===== src/rtl/neuron_mac_act.sv =====
// Binary-input neuron: bias plus the weights gated by in_bits, one input per clock,
// saturated to W bits and passed through a step activation.
module neuron_mac_act #(
   parameter int N_IN  = 16,
   parameter int W     = 10,
   parameter int ACC_W = 15
) (
   input  logic              clk,
   input  logic              reset,
   input  logic              start,
   input  logic [N_IN-1:0]   in_bits,
   input  logic [N_IN*W-1:0] weights,
   input  logic [W-1:0]      bias,
   output logic              busy,
   output logic              done,
   output logic [W-1:0]      mac_out,
   output logic              act_out
);

   localparam int IDX_W = (N_IN > 1) ? $clog2(N_IN) : 1;
   localparam logic [IDX_W-1:0] LAST_IDX = IDX_W'(N_IN - 1);
   localparam int MAX_I = 2 ** (W - 1) - 1;
   localparam logic signed [ACC_W-1:0] SAT_MAX = ACC_W'(MAX_I);
   localparam logic signed [ACC_W-1:0] SAT_MIN = ACC_W'(-MAX_I - 1);

   typedef enum logic [1:0] {
      S_IDLE,
      S_ACC,
      S_OUT
   } state_t;

   state_t                  state;
   state_t                  state_n;
   logic [N_IN-1:0]         bits_q;
   logic signed [W-1:0]     w_q [N_IN];
   logic signed [ACC_W-1:0] acc;
   logic [IDX_W-1:0]        idx;

   logic signed [W-1:0]     w_sel;
   logic signed [ACC_W-1:0] w_ext;
   logic signed [ACC_W-1:0] bias_ext;
   logic [W-1:0]            sat;

   // NOTE: every signal written in always_comb gets a default first so no latch is inferred.
   always_comb begin
      state_n = state;
      case (state)
         S_IDLE:  if (start) state_n = S_ACC;
         S_ACC:   if (idx == LAST_IDX) state_n = S_OUT;
         S_OUT:   state_n = S_IDLE;
         default: state_n = S_IDLE;
      endcase
   end

   // NOTE: sequential state uses non-blocking assignments so all registers update together.
   always_ff @(posedge clk or negedge reset) begin
      if (!reset) state <= S_IDLE;
      else        state <= state_n;
   end

   assign busy     = (state != S_IDLE);
   assign w_sel    = w_q[idx];
   assign w_ext    = ACC_W'(w_sel);
   assign bias_ext = ACC_W'($signed(bias));

   always_comb begin
      sat = acc[W-1:0];
      if (acc > SAT_MAX)      sat = SAT_MAX[W-1:0];
      else if (acc < SAT_MIN) sat = SAT_MIN[W-1:0];
   end

   // NOTE: the latched weight array is reset explicitly so an aborted run leaves no stale operands.
   always_ff @(posedge clk or negedge reset) begin
      if (!reset) begin
         bits_q  <= '0;
         acc     <= '0;
         idx     <= '0;
         done    <= 1'b0;
         mac_out <= '0;
         act_out <= 1'b0;
         for (int i = 0; i < N_IN; i++) w_q[i] <= '0;
      end else begin
         done <= 1'b0;
         case (state)
            S_IDLE: begin
               if (start) begin
                  bits_q <= in_bits;
                  for (int i = 0; i < N_IN; i++) w_q[i] <= weights[i*W +: W];
                  acc    <= bias_ext;
                  idx    <= '0;
               end
            end
            S_ACC: begin
               if (bits_q[idx]) acc <= acc + w_ext;
               idx <= idx + 1'b1;
            end
            S_OUT: begin
               mac_out <= sat;
               act_out <= ~sat[W-1];
               done    <= 1'b1;
            end
            default: ;
         endcase
      end
   end

endmodule


===== config.mk =====
export PLATFORM = sky130hd
export DESIGN_NAME = neuron_mac_act
export DESIGN_NICKNAME = d
export VERILOG_FILES = /design/src/rtl/neuron_mac_act.sv
export SDC_FILE = /design/constraint.sdc
export NUM_CORES = 1
export LEC_CHECK = 0
export ABC_CLOCK_PERIOD_IN_PS = 5650
export CAP_MARGIN = 5
export CORE_MARGIN = 1.5
export CORE_UTILIZATION = 55
export DETAILED_ROUTE_END_ITERATION = 6
export GPL_ROUTABILITY_DRIVEN = 0
export PLACE_DENSITY_LB_ADDON = 0.3
export SLEW_MARGIN = 20
export SYNTH_ARGS = -nofsm -noshare
export SYNTH_HDL_FRONTEND = slang
export SYNTH_SLANG_ARGS = --single-unit

===== constraint.sdc =====
create_clock -name clk -period 5.65 [get_ports clk]
set_input_delay 1.13 -clock clk [delete_from_list [all_inputs] [get_ports clk]]
set_output_delay 1.13 -clock clk [all_outputs]
set_load 0.02 [all_outputs]

### After elaboration in Yosys (flattened, before gate mapping)

Cells that the tools add are included.

* flip-flop bits (word level): 209
* logic and storage cells: 60
* input port bits: 189
* output and inout bits: 13

* reduce and logical (&&, ||, !) cells: 7
* equal/unequal tests: 6
* bitwise operators: 2
* add/subtract/negate cells: 2
* order comparisons: 4
* muxes and demuxes: 16

Operators by type and width (number)
* $bmux W10 S4: 1
* $mux W10: 4
* $mux W15: 2
* $pmux W15 S2: 1
* $add A15 B10 Y15: 1
* $gt A15 B10 Y1 const B: 1
* $lt A15 B10 Y1 const B: 1
* $pmux W4 S2: 1
* $ne A2 B2 Y1 const B: 3
* $reduce_and A2 Y1: 3
* $ge A5 B5 Y1 const B: 1
* $lt A4 B5 Y1 const B: 1
* $not A4 Y5: 1
* $add A4 B1 Y4 const B: 1
* $bmux W1 S4: 1
* $eq A4 B4 Y1 const B: 1
* $mux W2: 2
* $mux W4: 1
* $pmux W2 S2: 1
* $reduce_bool A2 Y1: 2
* $reduce_and A3 Y1: 1
* $eq A2 B1 Y1 const B: 1
* $eq A2 B2 Y1 const B: 1
* $logic_not A2 Y1: 1
* 2 further kinds: 3

### Depth between registers and ports, before layout

Gate-level depths: netlist of run 1.

* depth in word-level cells: 7
* mapped depth: 16
* mapped depth without buffers: 14

### Worst setup path before layout of run 1

No wires, ideal clock.

* path kind: register -> register
* start point: register idx[1]
* end point: register acc[14]
* library setup time: 0.130 ns
* required time: 5.520 ns
* clock period less this slack: 3.655 ns
* slack: 1.995 ns
* arrival time: 3.525 ns
* cell stages (with the launch flop): 16
* path buffers: 3
* path through: dfrtp_1 clkbuf_1 buf_1 clkbuf_1 mux4_2 a22oi_1 nand2_1 ha_1 inv_1 fa_1 nor2b_1 o31ai_1 a211oi_1 or3_1 a211oi_1 nor3_1

* cells in the longest elaborated chain, start to end: 7
* elaborated cells on any way between the ends: 11
* classes of those cells: add/sub: 1; eq/ne: 1; mux: 7; bitwise: 1; reduce/logical: 1

Ends and longest elaborated chain
* start, declared: RTL line 37 `logic [IDX_W-1:0] idx;`
* start signal, assigned: RTL line 95 `idx <= idx + 1'b1;`
* $not A4 Y5 (not written as such): RTL line 62 `assign w_sel = w_q[idx];`
* $bmux W10 S4: RTL line 62
* $mux W10 (not written as such) (2 in a row): RTL line 62
* $add A15 B10 Y15: RTL line 94 `if (bits_q[idx]) acc <= acc + w_ext;`
* $mux W15: RTL line 94
* $pmux W15 S2: RTL line 84 `case (state)`
* end signal, assigned: RTL line 89 `acc <= bias_ext;`
* end signal, assigned: RTL line 94
* end, declared: RTL line 36 `logic signed [ACC_W-1:0] acc;`

Parallel ways exist; a longest one is shown, timed or not. The select of a mux whose other input is x is not followed.
A chain may end at the register's enable or synchronous reset.

### Final worst setup path of run 1

* start point: register idx[0]
* end point: register acc[10]

Same word-level chain as after synthesis.

==> metrics.md, run 1 <==
| Metric | Value |
|---|---|
| CP Class | reg -> reg |
| Hold Violations, Final | 0 |
| Asr flop ratio synth | 1.000 |
| Clock Sinks | approximately 210 |
| MaxCap Viol Count | 0 |
| Post-route DRC | 15 |
| DR WL/cell | around 17 um |
| Crit path required time | roughly 6.0 ns |
| Drt initial violations | roughly 700 |
| DRT Pass-1 Iters | 7 |
| Filler Cell Count | ~1300 |
| Nets@finish | between 1500 and 2000 |
| Crit Reg-Reg Startpoint | idx[0]$_DFFE_PN0P_ |
| CP top delay family | compound AO/OA/AOI/OAI gates |
| Antenna-violating nets left | 0 |
| Clock period minus worst slack | about 4.2 ns |
| Reg clk slew, reported paths | roughly 0.060 ns |
| Synth Flop Type | dfrtp_1 |
| R2R cell count | 13 |
| Tcrit/Tclk final | 0.7478 |
| Post CTS Setup Buffer Count | 0 |
| Number of gates resized after CTS | 0 |
| Sequential-to-total area share from yosys stat | 0.5133 |
| CORE AREA | 18090 um^2 |
| P_leak | approximately 6.5 nW |
| Synth area leaders | dfrtp_1, nand2_1, mux4_2 |
| Max incr delay on CP | 1.00 ns |
| Critical Path, Cell by Cell | mux2i_1 > a221oi_1 > a22oi_1 > nand2_1 > ha_1 > inv_1 > fa_1 > nor2b_1 > o31ai_1 > a211oi_1 > a31o_2 > a31oi_1 > a21o_1 |
| WHS Path Cells | 2 |
| H-tree levels | 1 |
| Final instance area | between 10000 and 15000 um^2 |
| Post-synth cell types | between 40 and 50 |
| Worst Tran Pin Value | about 1.0 ns |
| Initial antenna violation count | 0 |
| FF-to-FF setup slack | between 1 and 1.5 ns |
| Power Dens Cells | 646.3 nW/um^2 |
| Worst Path Buf+Inv | 1 |
| Clock Skew | 0.008047 ns |
| Arrival time of the worst setup path | about 4.6 ns |
| Status | complete, but fails checks |
| Clk buf depth | 3 |
| Worst-Skew Late Latency | roughly 0.50 ns |
| Syn Area/Cell | approximately 8.9 um^2 |
| # setup viols final | 0 |
| Worst Hold Class | reg -> reg |
| # diodes | 0 |
| # port buffers | approximately 200 |
| Peak supply drop | 0.0002869 V |
| DR vias/cell | ~5.6 |
| Synth-to-Final Area Change | 29.48% |
| Placed cell areas | approximately 12000 um^2 |
| Cts bufs inserted | 22 |
| Vias in the first global route | 8600 |
| Grt ovf | 0 |
| Initial Utilization | 0.5634 |
| Post-layout util | 0.7295 |
| Die Wd | 139.1 um |
| Die height | about 140 um |
| R2R Path End | acc[10]$_DFFE_PN0P_ |
| Slew Viols, Final | 0 |
| Unrepaired setup endpoints after global routing | false |
| Register area | ~5200 um^2 |
| Min-delay src | bits_q[2]$_DFFE_PN0P_ |
| WL final | about 27000 um |
| Synth area leader | dfrtp_1 |
| #FFs+latches synth | around 210 |
| Synth Instances | 1149 |
| First-pass GRT wire length | about 43000 um |
| Hold Path End | bits_q[2]$_DFFE_PN0P_ |
| HPWL Detailed | roughly 19000 um |
| Post-Syn Area | about 10000 um^2 |
| EDFF count, synth | 0 |
| Max FO, Critical Path | around 50 |
| CTS Root Cell | clkbuf_16 |
| Yosys warning total | 0 |
| Multi-input logic area | 4667 um^2 |
| Layout cell share with drive strength beyond 1 | 0.07046 |
| Final setup TNS | 0 ns |
| CTS tree | done |
| Hold Buf Count CTS | 0 |
| Vias post-DR | 8773 |
| Failing checks | DRC |
| Slew margin rel. | 0.3055 |
| FP Rows | 49 |
| Worst setup SP type | register |
| Fmax achieved | 236.7 MHz |
| GRT Overall Usage | 0.2823 |
| I/O pin count | 202 |
| CP endpoint kind | register |
| Yosys top cell area share | 0.5133 |
| Critical-path top delay cell | dfrtp_4 |
| Total Die Area | between 15000 and 20000 um^2 |
| Largest net degree at the start of global routing | 140 |
| Syn nets | between 1000 and 1500 |
-- worst max path at each step --
stage                            start             endpoint  slack (ns)  depth (start not counted)
floorplan           idx[1]$_DFFE_PN0P_  acc[14]$_DFFE_PN0P_        1.99                         15
global placement                 start   acc[7]$_DFFE_PN0P_        1.50                          6
detailed placement               start   acc[7]$_DFFE_PN0P_        1.41                          6
CTS                 idx[0]$_DFFE_PN0P_  acc[13]$_DFFE_PN0P_        1.51                         12
global route        idx[0]$_DFFE_PN0P_  acc[10]$_DFFE_PN0P_        1.05                         13
finish              idx[0]$_DFFE_PN0P_  acc[10]$_DFFE_PN0P_        1.42                         13
-- sequential cells by signal, summed over array words and instances (netlist names) --
register and cells:
mac_out 10, idx 4, done 1, bits_q 16
state 2, w_q 160, acc 15, act_out 1
-- layer usage --
| metal | GRT usage | share of wire | up-vias |
|---|---|---|---|
| met1 | 0.3852 | 0.41 | 4216 |
| met4 | 0.08847 | 0.030 | 0 |
| li1 | - | - | 4128 |
| met3 | 0.05214 | 0.080 | 55 |
| met2 | 0.4629 | 0.48 | 374 |
| met5 | 0 | 0 | - |
-- through the flow --
| step | total power, W | instances | hold WS, ns | setup slack (ns) |
|---|---|---|---|---|
| CTS | 0.008485 | 1562 | 0.4733 | 1.509 |
| finish | 0.008527 | 1563 | 0.4711 | 1.425 |
| global placement | 0.006615 | 1522 | 0.4520 | 1.496 |
| detailed placement | 0.006787 | 1522 | 0.4579 | 1.405 |
| global route | 0.009131 | 1563 | 0.4826 | 1.055 |
| floorplan | 0.005627 | 1149 | 0.4401 | 1.995 |
-- synth_stat cells (8+ instances only) --
library cell and number:
mux4_2 26, clkbuf_1 54, inv_1 8, mux2i_1 40
ha_1 15, a21oi_1 27, dfrtp_1 209, a22oi_1 9
mux2_2 11, nand3_1 10, nor2_1 17, a221oi_1 9
nand2_1 571, o21ai_0 54, buf_2 8
-- final cells by class --
cell class | instances | area share
well taps | 229 | 0.02172
flip-flops and latches | 209 | 0.3967
clock buffers | 30 | 0.05017
repair buffers | 213 | 0.1622
inverters | 8 | 0.002276
multi-input cells | 864 | 0.3537
clock inverters | 10 | 0.01328
-- cell families after synthesis --
family	Yosys count	synth area share
xor gates and xnor gates	4	0.003439
AOI/OAI and AO/OA	132	0.07932
DFF	209	0.5133
muxes	77	0.1089
and+or+nand+nor	635	0.2450
buffers and inverters	76	0.02972
adders and majority gates	16	0.02038
-- cells in the final DEF, fill, tap and decap left out, types with 2 or more instances in the layout --
cell             Yosys  final
a221oi_1             9      9
nand2b_1             7      7
and2_1               6      6
o21ai_0             54     54
mux2_2              11     11
a22oi_1              9      9
bufinv_16            0      5
o31ai_1              2      2
o21bai_1             2      2
nor2_1              17     16
nand4b_1             2      2
clkinv_2             0      5
a21oi_1             27     27
xor2_1               3      3
mux2i_1             40     40
dfrtp_1            209    208
ha_1                15     15
a21o_1               5      5
and3_1               2      2
clkdlybuf4s50_1      0    200
o211ai_1             2      2
o31a_1               2      2
o21a_1               2      2
nand3_1             10     10
a2111oi_0            2      2
inv_1                8      8
or3_1                3      3
clkbuf_16            0     23
nor2b_1              7      7
mux4_2              26     26
nand4_1              2      2
buf_4                0     10
nand2_1            571    571
a211oi_1             5      5
clkbuf_8             0      6
nor3_1               4      4
a31oi_1              4      4
-- power by group --
group	switching [W]	internal (W)	leakage, nW	total (W)
Sequential	0.000540	0.00221	2.60	0.00275
Combinational	0.00234	0.00180	3.45	0.00414
Clock	0.000590	0.00105	0.418	0.00164
Total	0.00347	0.00506	6.47	0.00853
-- worst register-to-register path: cells and delay by family (launching register included) --
family | cells | cell delay (ns)
AO/OA/AOI/OAI | 7 | 1.81
flip-flops | 1 | 1.00
adder cells (fa/ha/maj) | 2 | 0.61
AND/OR/NAND/NOR | 2 | 0.38
multiplexers | 1 | 0.26
buffers and inverters | 1 | 0.08
(Power assumes the default switching activity.)
==> run 2: changes to the inputs <==
- ABC_CLOCK_PERIOD_IN_PS: 5650 -> 4400
- CORE_UTILIZATION: 55 -> 52
- clock period: 5.65 -> 4.4 ns (I/O delays scaled with it)
==> run 2 against run 1 <==
  * The flow now finishes without violations
  * Sequential share of layout area increased by 0.15 points
  * Count of clock-buffer cells in the layout increased by 4
  * Maximum frequency increased by 7.9%
  * Final cell count increased by 2.4%
  * Highest routed layer unchanged
==> metrics.md, run 2 (same netlist as run 1, synthesis figures left out) <==
| Metric | Value |
|---|---|
| Status | finished clean |
| Drt initial violations | just over 600 |
| Fmax achieved | between 200 and 300 MHz |
| Unrepaired setup endpoints after global routing | false |
| CP Class | reg -> reg |
| Slew margin rel. | 0.3192 |
| Clock Sinks | ~210 |
| Final instance area | 13140 um^2 |
| Total Die Area | roughly 20000 um^2 |
| Initial Utilization | 0.5270 |
| Beginning of the critical path | idx[1]$_DFFE_PN0P_ |
| Most frequent cells in the layout | nand2_1, dfrtp_1, clkdlybuf4s50_1, o21ai_0, mux2i_1 |
| Post-route DRC | 0 |
| Largest regs | w_q: 160 flops, bits_q: 16 flops, acc: 15 flops |
| Slew Viols, Final | 0 |
| Antenna-violating nets left | 0 |
| Placed cell areas | roughly 12000 um^2 |
| Clock share of power | 0.171 |
| Max FO, Critical Path | 11 |
| # port buffers | around 200 |
| P_leak | roughly 6.4 nW |
| CP endpoint kind | register |
| # diodes | 0 |
| CORE AREA | between 15000 and 20000 um^2 |
| FP Rows | 51 |
| Clock Skew | between 0.01 and 0.015 ns |
| Largest net degree at the start of global routing | roughly 110 |
| Critical Path, Cell by Cell | nor2b_1 > buf_4 > a21oi_1 > a22oi_1 > nand2_1 > ha_1 > inv_1 > fa_1 > nor2b_1 > o31ai_1 > a211oi_1 > or3_1 > a211oi_1 > nor3_1 |
| Post CTS Setup Buffer Count | 0 |
| Die Wd | around 140 um |
| Worst Path Buf+Inv | 2 |
| DRT Pass-1 Iters | 5 |
| First-pass GRT wire length | 43910 um |
| Sw Ratio | 0.4155 |
| Die height | 143.0 um |
| Hold Buf Count CTS | 0 |
| GRT Overall Usage | 0.2754 |
| HPWL Detailed | approximately 19000 um |
| MaxCap Viol Count | 0 |
| Reg clk slew, reported paths | approximately 0.060 ns |
| # setup viols final | 0 |
| Comb pwr share | 0.500 |
| Vias post-DR | between 8000 and 9000 |
| Power Dens Cells | 816.9 nW/um^2 |
| Final setup TNS | 0 ns |
| CTS tree | done |
| Number of gates resized after CTS | 0 |
| Peak supply drop | approximately 0.00043 V |
| H-tree levels | 1 |
| Clock period minus worst slack | ~3.9 ns |
| DR WL/cell | approximately 17 um |
| WL final | 27550 um |
| Hold_ws | around 0.45 ns |
| Commonest non-fill, non-tap cell in the layout | nand2_1 |
| Worst Tran Pin Value | 1.021 ns |
| Crit Reg-Reg Startpoint | idx[1]$_DFFE_PN0P_ |
| Cts bufs inserted | 22 |
| Max incr delay on CP | about 0.74 ns |
| Tcrit/Tclk final | 0.8897 |
| Vias in the first global route | 8535 |
| Layout cell share with drive strength beyond 1 | 0.06816 |
| CP top delay family | simple AND/OR/NAND/NOR gates |
| Critical-path top delay cell | nor2b_1 |
| I/O pin count | between 200 and 250 |
| DR vias/cell | ~5.5 |
| Grt ovf | 0 |
| Most flops, register | w_q |
| Arrival time of the worst setup path | approximately 4.3 ns |
| Initial antenna violation count | 0 |
| CTS Root Cell | clkbuf_16 |
| Clk buf depth | 3 |
| Worst setup SP type | register |
| Crit path required time | ~4.8 ns |
| Power share of the sequential group | 0.328 |
| Internal Pwr Total | 0.006276 W |
| Max reg flops | 160 |
| Worst-Skew Late Latency | 0.51 ns |
| Worst Hold Class | in -> async |
| Synth-to-Final Area Change | 28.99% |
| Hold Violations, Final | 0 |
| NetSw | 0.004461 W |
| Nets@finish | approximately 1500 |
[run 2: final timing paths]
kind                       cells past startpoint                     end  slack [ns]
min in group clk                               2    w_q[129]$_DFFE_PN0P_        0.47
hold / removal                                 1  bits_q[12]$_DFFE_PN0P_        0.45
setup / recovery                              14     acc[14]$_DFFE_PN0P_        0.49
hold reg to reg                                2    w_q[129]$_DFFE_PN0P_        0.47
max in group asynchronous                      2     w_q[47]$_DFFE_PN0P_        3.06
setup reg to reg                              14     acc[14]$_DFFE_PN0P_        0.49
[run 2: power by group through the flow]
stage / Combinational [W] / Clock, W / Sequential (W)
final: 0.00537 / 0.00184 / 0.00353
after global routing: 0.00594 / 0.00194 / 0.00361
after CTS: 0.00530 / 0.00186 / 0.00351
after detailed placement: 0.00524 / 0 / 0.00352
after global placement: 0.00506 / 0 / 0.00350
after floorplan: 0.00398 / 0 / 0.00325
[run 2: area by class of cell]
class	count	area (um^2)
fillers	1506	6191
flip-flops and latches	209	5234
multi-input cells	864	4667
repair buffers	217	2162
clock buffers	34	676.9
well taps	265	331.6
clock inverters	3	42.54
inverters	8	30.03
[run 2: per-layer routing]
| metal | vias to the layer above | GRT usage | wire (um) |
|---|---|---|---|
| met5 | - | 0 | 0 |
| met4 | 0 | 0.09224 | 884 |
| met3 | 61 | 0.04527 | 2070 |
| met2 | 360 | 0.4320 | 12760 |
| met1 | 4226 | 0.3922 | 11840 |
| li1 | 4134 | - | - |
[run 2: stage by stage]
| step | util | cells | setup slack, ns | power, W |
|---|---|---|---|---|
| 6_report | 0.6798 | 1600 | 0.4851 | 0.01074 |
| 5_1_grt | 0.6798 | 1600 | 0.1589 | 0.01149 |
| 2_1_floorplan | - | 1149 | 0.7448 | 0.007226 |
| 4_1_cts | 0.6798 | 1600 | 0.5510 | 0.01067 |
| 3_3_place_gp | 0.6426 | 1563 | 0.7044 | 0.008562 |
| 3_5_place_dp | 0.6426 | 1563 | 0.5716 | 0.008765 |
==> run 3: changes to the inputs <==
--- a/config.mk
+++ b/config.mk
@@ -7,2 +7,3 @@
 export LEC_CHECK = 0
+export ABC_AREA = 1
 export ABC_CLOCK_PERIOD_IN_PS = 4400
@@ -18 +19,2 @@
 export SYNTH_SLANG_ARGS = --single-unit
+export TNS_END_PERCENT = 30
==> constraint.sdc (replaced) <==
create_clock -name clk -period 4.4 [get_ports clk]
set_input_delay 1.32 -clock clk [delete_from_list [all_inputs] [get_ports clk]]
set_output_delay 1.32 -clock clk [all_outputs]
set_load 0.02 [all_outputs]
==> run 3 against run 2 <==
  * Clock power grew 4%
  * Clock skew decreased by 0.0017 ns
  * Power is 1.3% lower
  * Sequential share of layout area decreased by 0.39 points
  * Synthesized area rose by 1.7%
  * Final cell count is 14% higher
  * Global-route usage is 1.2 points higher
  * Hold slack gained 0.027 ns
  * Register-to-register slack better by 0.37 ns
  * Die area grew 1.6%
  * Via count is 12% higher
  * First-iteration DRC count grew 37%
  * Largest cell class unchanged
==> metrics.md, run 3 <==
| Metric | Value |
|---|---|
| Status | finished clean |
| DRT Pass-1 Iters | 6 |
| Yosys warning total | 0 |
| Cts bufs inserted | 22 |
| Post-route DRC | 0 |
| Sw Ratio | 0.4411 |
| Die Wd | about 140 um |
| Top post-synthesis cells by count | nand2_1, dfrtp_1, o21ai_0, nor2_1, nand3_1 |
| Number of gates resized after CTS | 0 |
| First-pass GRT wire length | roughly 47000 um |
| Total Die Area | a little over 20000 um^2 |
| Tcrit/Tclk final | 0.8057 |
| Post-Syn Area | 10360 um^2 |
| Clk buf depth | 3 |
| Largest net degree at the start of global routing | 106 |
| Final setup TNS | 0 ns |
| Slew margin rel. | 0.2760 |
| Worst Hold Class | reg -> reg |
| Most frequent cells in the layout | nand2_1, dfrtp_1, clkdlybuf4s50_1, o21ai_0, nor2_1 |
| Post CTS Setup Buffer Count | 0 |
| Synth Flop Type | dfrtp_1 |
| Sequential-to-total area share from yosys stat | 0.5048 |
| FP Rows | 51 |
| Clock Skew | 0.009069 ns |
| #FFs+latches synth | ~210 |
| CP endpoint kind | register |
| GRT Overall Usage | 0.2874 |
| Hold Buf Count CTS | 0 |
| Clock share of power | 0.181 |
| Antenna-violating nets left | 0 |
| Slew Viols, Final | 0 |
| DR WL/cell | around 16 um |
| CORE AREA | ~20000 um^2 |
| CTS Root Cell | clkbuf_16 |
| Commonest non-fill, non-tap cell in the layout | nand2_1 |
| Largest regs | w_q: 160 flops, bits_q: 16 flops, acc: 15 flops |
| Max reg flops | 160 |
| Yosys top cell area share | 0.5048 |
| Drt initial violations | approximately 850 |
| Hold Violations, Final | 0 |
| Final instance area | 13270 um^2 |
| Synth Instances | ~1400 |
| Power Dens Cells | ~800 nW/um^2 |
| Reg clk slew, reported paths | roughly 0.06 ns |
| Clock period minus worst slack | about 3.5 ns |
| Die height | approximately 140 um |
| Worst Tran Pin Value | ~1.1 ns |
| EDFF count, synth | 0 |
| Internal Pwr Total | ~0.006 W |
| # port buffers | approximately 200 |
| Unrepaired setup endpoints after global routing | false |
| Asr flop ratio synth | 1.000 |
| Worst setup SP type | register |
| # setup viols final | 0 |
| Clock Sinks | 209 |
| P_leak | around 6.5 nW |
| Post-synth cell types | 43 |
| Synth area leaders | dfrtp_1, nand2_1, o21ai_0 |
| CTS tree | done |
| Filler Cell Count | roughly 1700 |
| I/O pin count | 202 |
| Syn nets | 1570 |
| Max FO, Critical Path | 14 |
| WL final | between 20000 and 30000 um |
| Power share of the sequential group | 0.325 |
| Comb pwr share | 0.494 |
| Nets@finish | approximately 1700 |
| Worst-Skew Late Latency | approximately 0.51 ns |
| Crit path required time | around 4.8 ns |
| Grt ovf | 0 |
| NetSw | about 0.0047 W |
| MaxCap Viol Count | 0 |
| Fmax achieved | ~280 MHz |
| Layout cell share with drive strength beyond 1 | 0.05746 |
| Synth area leader | dfrtp_1 |
| Initial Utilization | 0.5306 |
| Synth-to-Final Area Change | 28.13% |
| Placed cell areas | approximately 13000 um^2 |
| Arrival time of the worst setup path | about 3.9 ns |
| Vias post-DR | 9810 |
| Initial antenna violation count | 2 |
| Most flops, register | w_q |
| CP Class | reg -> reg |
| Peak supply drop | 0.0004089 V |
| HPWL Detailed | around 21000 um |
| DR vias/cell | 5.402 |
| Syn Area/Cell | around 7.6 um^2 |
| H-tree levels | 1 |
| Vias in the first global route | roughly 9400 |
| Most numerous cell in the Yosys netlist | nand2_1 |
run 3: cell count changes in the layout (fill, tap and decap cells not counted), sizes merged, moves of 8 or more:
cell	change
nand2	+134
nor2	+69
inv	+26
o21ai	+33
a22oi	-8
nand3	+39
o22ai	+11
mux4	-26
mux2i	-40
a221oi	-9
mux2	-11
a311oi	+10
a21oi	+11
run 3: per-layer routing:
metal / part of all wire / global-route usage
met1: 0.41 / 0.3860
met2: 0.47 / 0.4681
met3: 0.078 / 0.04536
met4: 0.039 / 0.1159
met5: 0 / 0
run 3: power groups by stage:
stage / logic (W) / clock network (W) / registers (W)
global route: 0.00589 / 0.00201 / 0.00355
finish: 0.00524 / 0.00191 / 0.00345
global placement: 0.00498 / 0 / 0.00343
floorplan: 0.00390 / 0 / 0.00325
CTS: 0.00518 / 0.00193 / 0.00343
detailed placement: 0.00513 / 0 / 0.00345
run 3: worst max-delay path, stage by stage (launching register included):
cell and delay, ns:
dfrtp_1 0.62, inv_2 0.24, nor2_2 0.44, buf_4 0.27, nand3_1 0.08, nand4_1 0.15
nand2_1 0.11, ha_1 0.34, nand2_1 0.12, inv_1 0.04, nand2_1 0.06, nand2_1 0.04
nor2_1 0.21, o21ai_0 0.15, or2_2 0.30, a21oi_1 0.13, o21ai_0 0.10
run 3: kinds of logic after synthesis:
logic type / Yosys count / synth area share
compound gates: 173 / 0.1001
fa+ha+maj: 16 / 0.02005
buf+inv: 111 / 0.04976
flops: 209 / 0.5048
simple gates: 856 / 0.3252
run 3: area by class of cell:
cell class | instances | area (um^2) | area share
diodes | 2 | 5.005 | 0.0003770
clock buffers | 29 | 608.1 | 0.04581
clock inverters | 10 | 133.9 | 0.01009
inverters | 35 | 136.4 | 0.01027
multi-input cells | 1045 | 4622 | 0.3482
flip-flops and latches | 209 | 5234 | 0.3943
well taps | 265 | 331.6 | 0.02498
repair buffers | 221 | 2203 | 0.1660
run 3: final timing paths:
kind / startpoint / to / slack (ns) / depth (start not counted)
max: idx[2]$_DFFE_PN0P_ / acc[8]$_DFFE_PN0P_ / 0.86 / 16
min: w_q[147]$_DFFE_PN0P_ / w_q[147]$_DFFE_PN0P_ / 0.48 / 2
max reg2reg: idx[2]$_DFFE_PN0P_ / acc[8]$_DFFE_PN0P_ / 0.86 / 16
min reg2reg: w_q[147]$_DFFE_PN0P_ / w_q[147]$_DFFE_PN0P_ / 0.48 / 2
max in group asynchronous: reset / w_q[120]$_DFFE_PN0P_ / 2.46 / 2
min in group asynchronous: reset / bits_q[7]$_DFFE_PN0P_ / 0.86 / 1
run 3: through the flow:
stage | power [W] | util | setup slack [ns] | hold WS, ns | cells
global route | 0.01145 | 0.6798 | 0.4888 | 0.4966 | 1816
detailed placement | 0.008575 | 0.6415 | 0.9139 | 0.4618 | 1775
CTS | 0.01054 | 0.6795 | 0.8944 | 0.4783 | 1814
floorplan | 0.007148 | - | 1.612 | 0.4433 | 1365
global placement | 0.008413 | 0.6415 | 1.016 | 0.4612 | 1775
finish | 0.01060 | 0.6798 | 0.8550 | 0.4772 | 1816
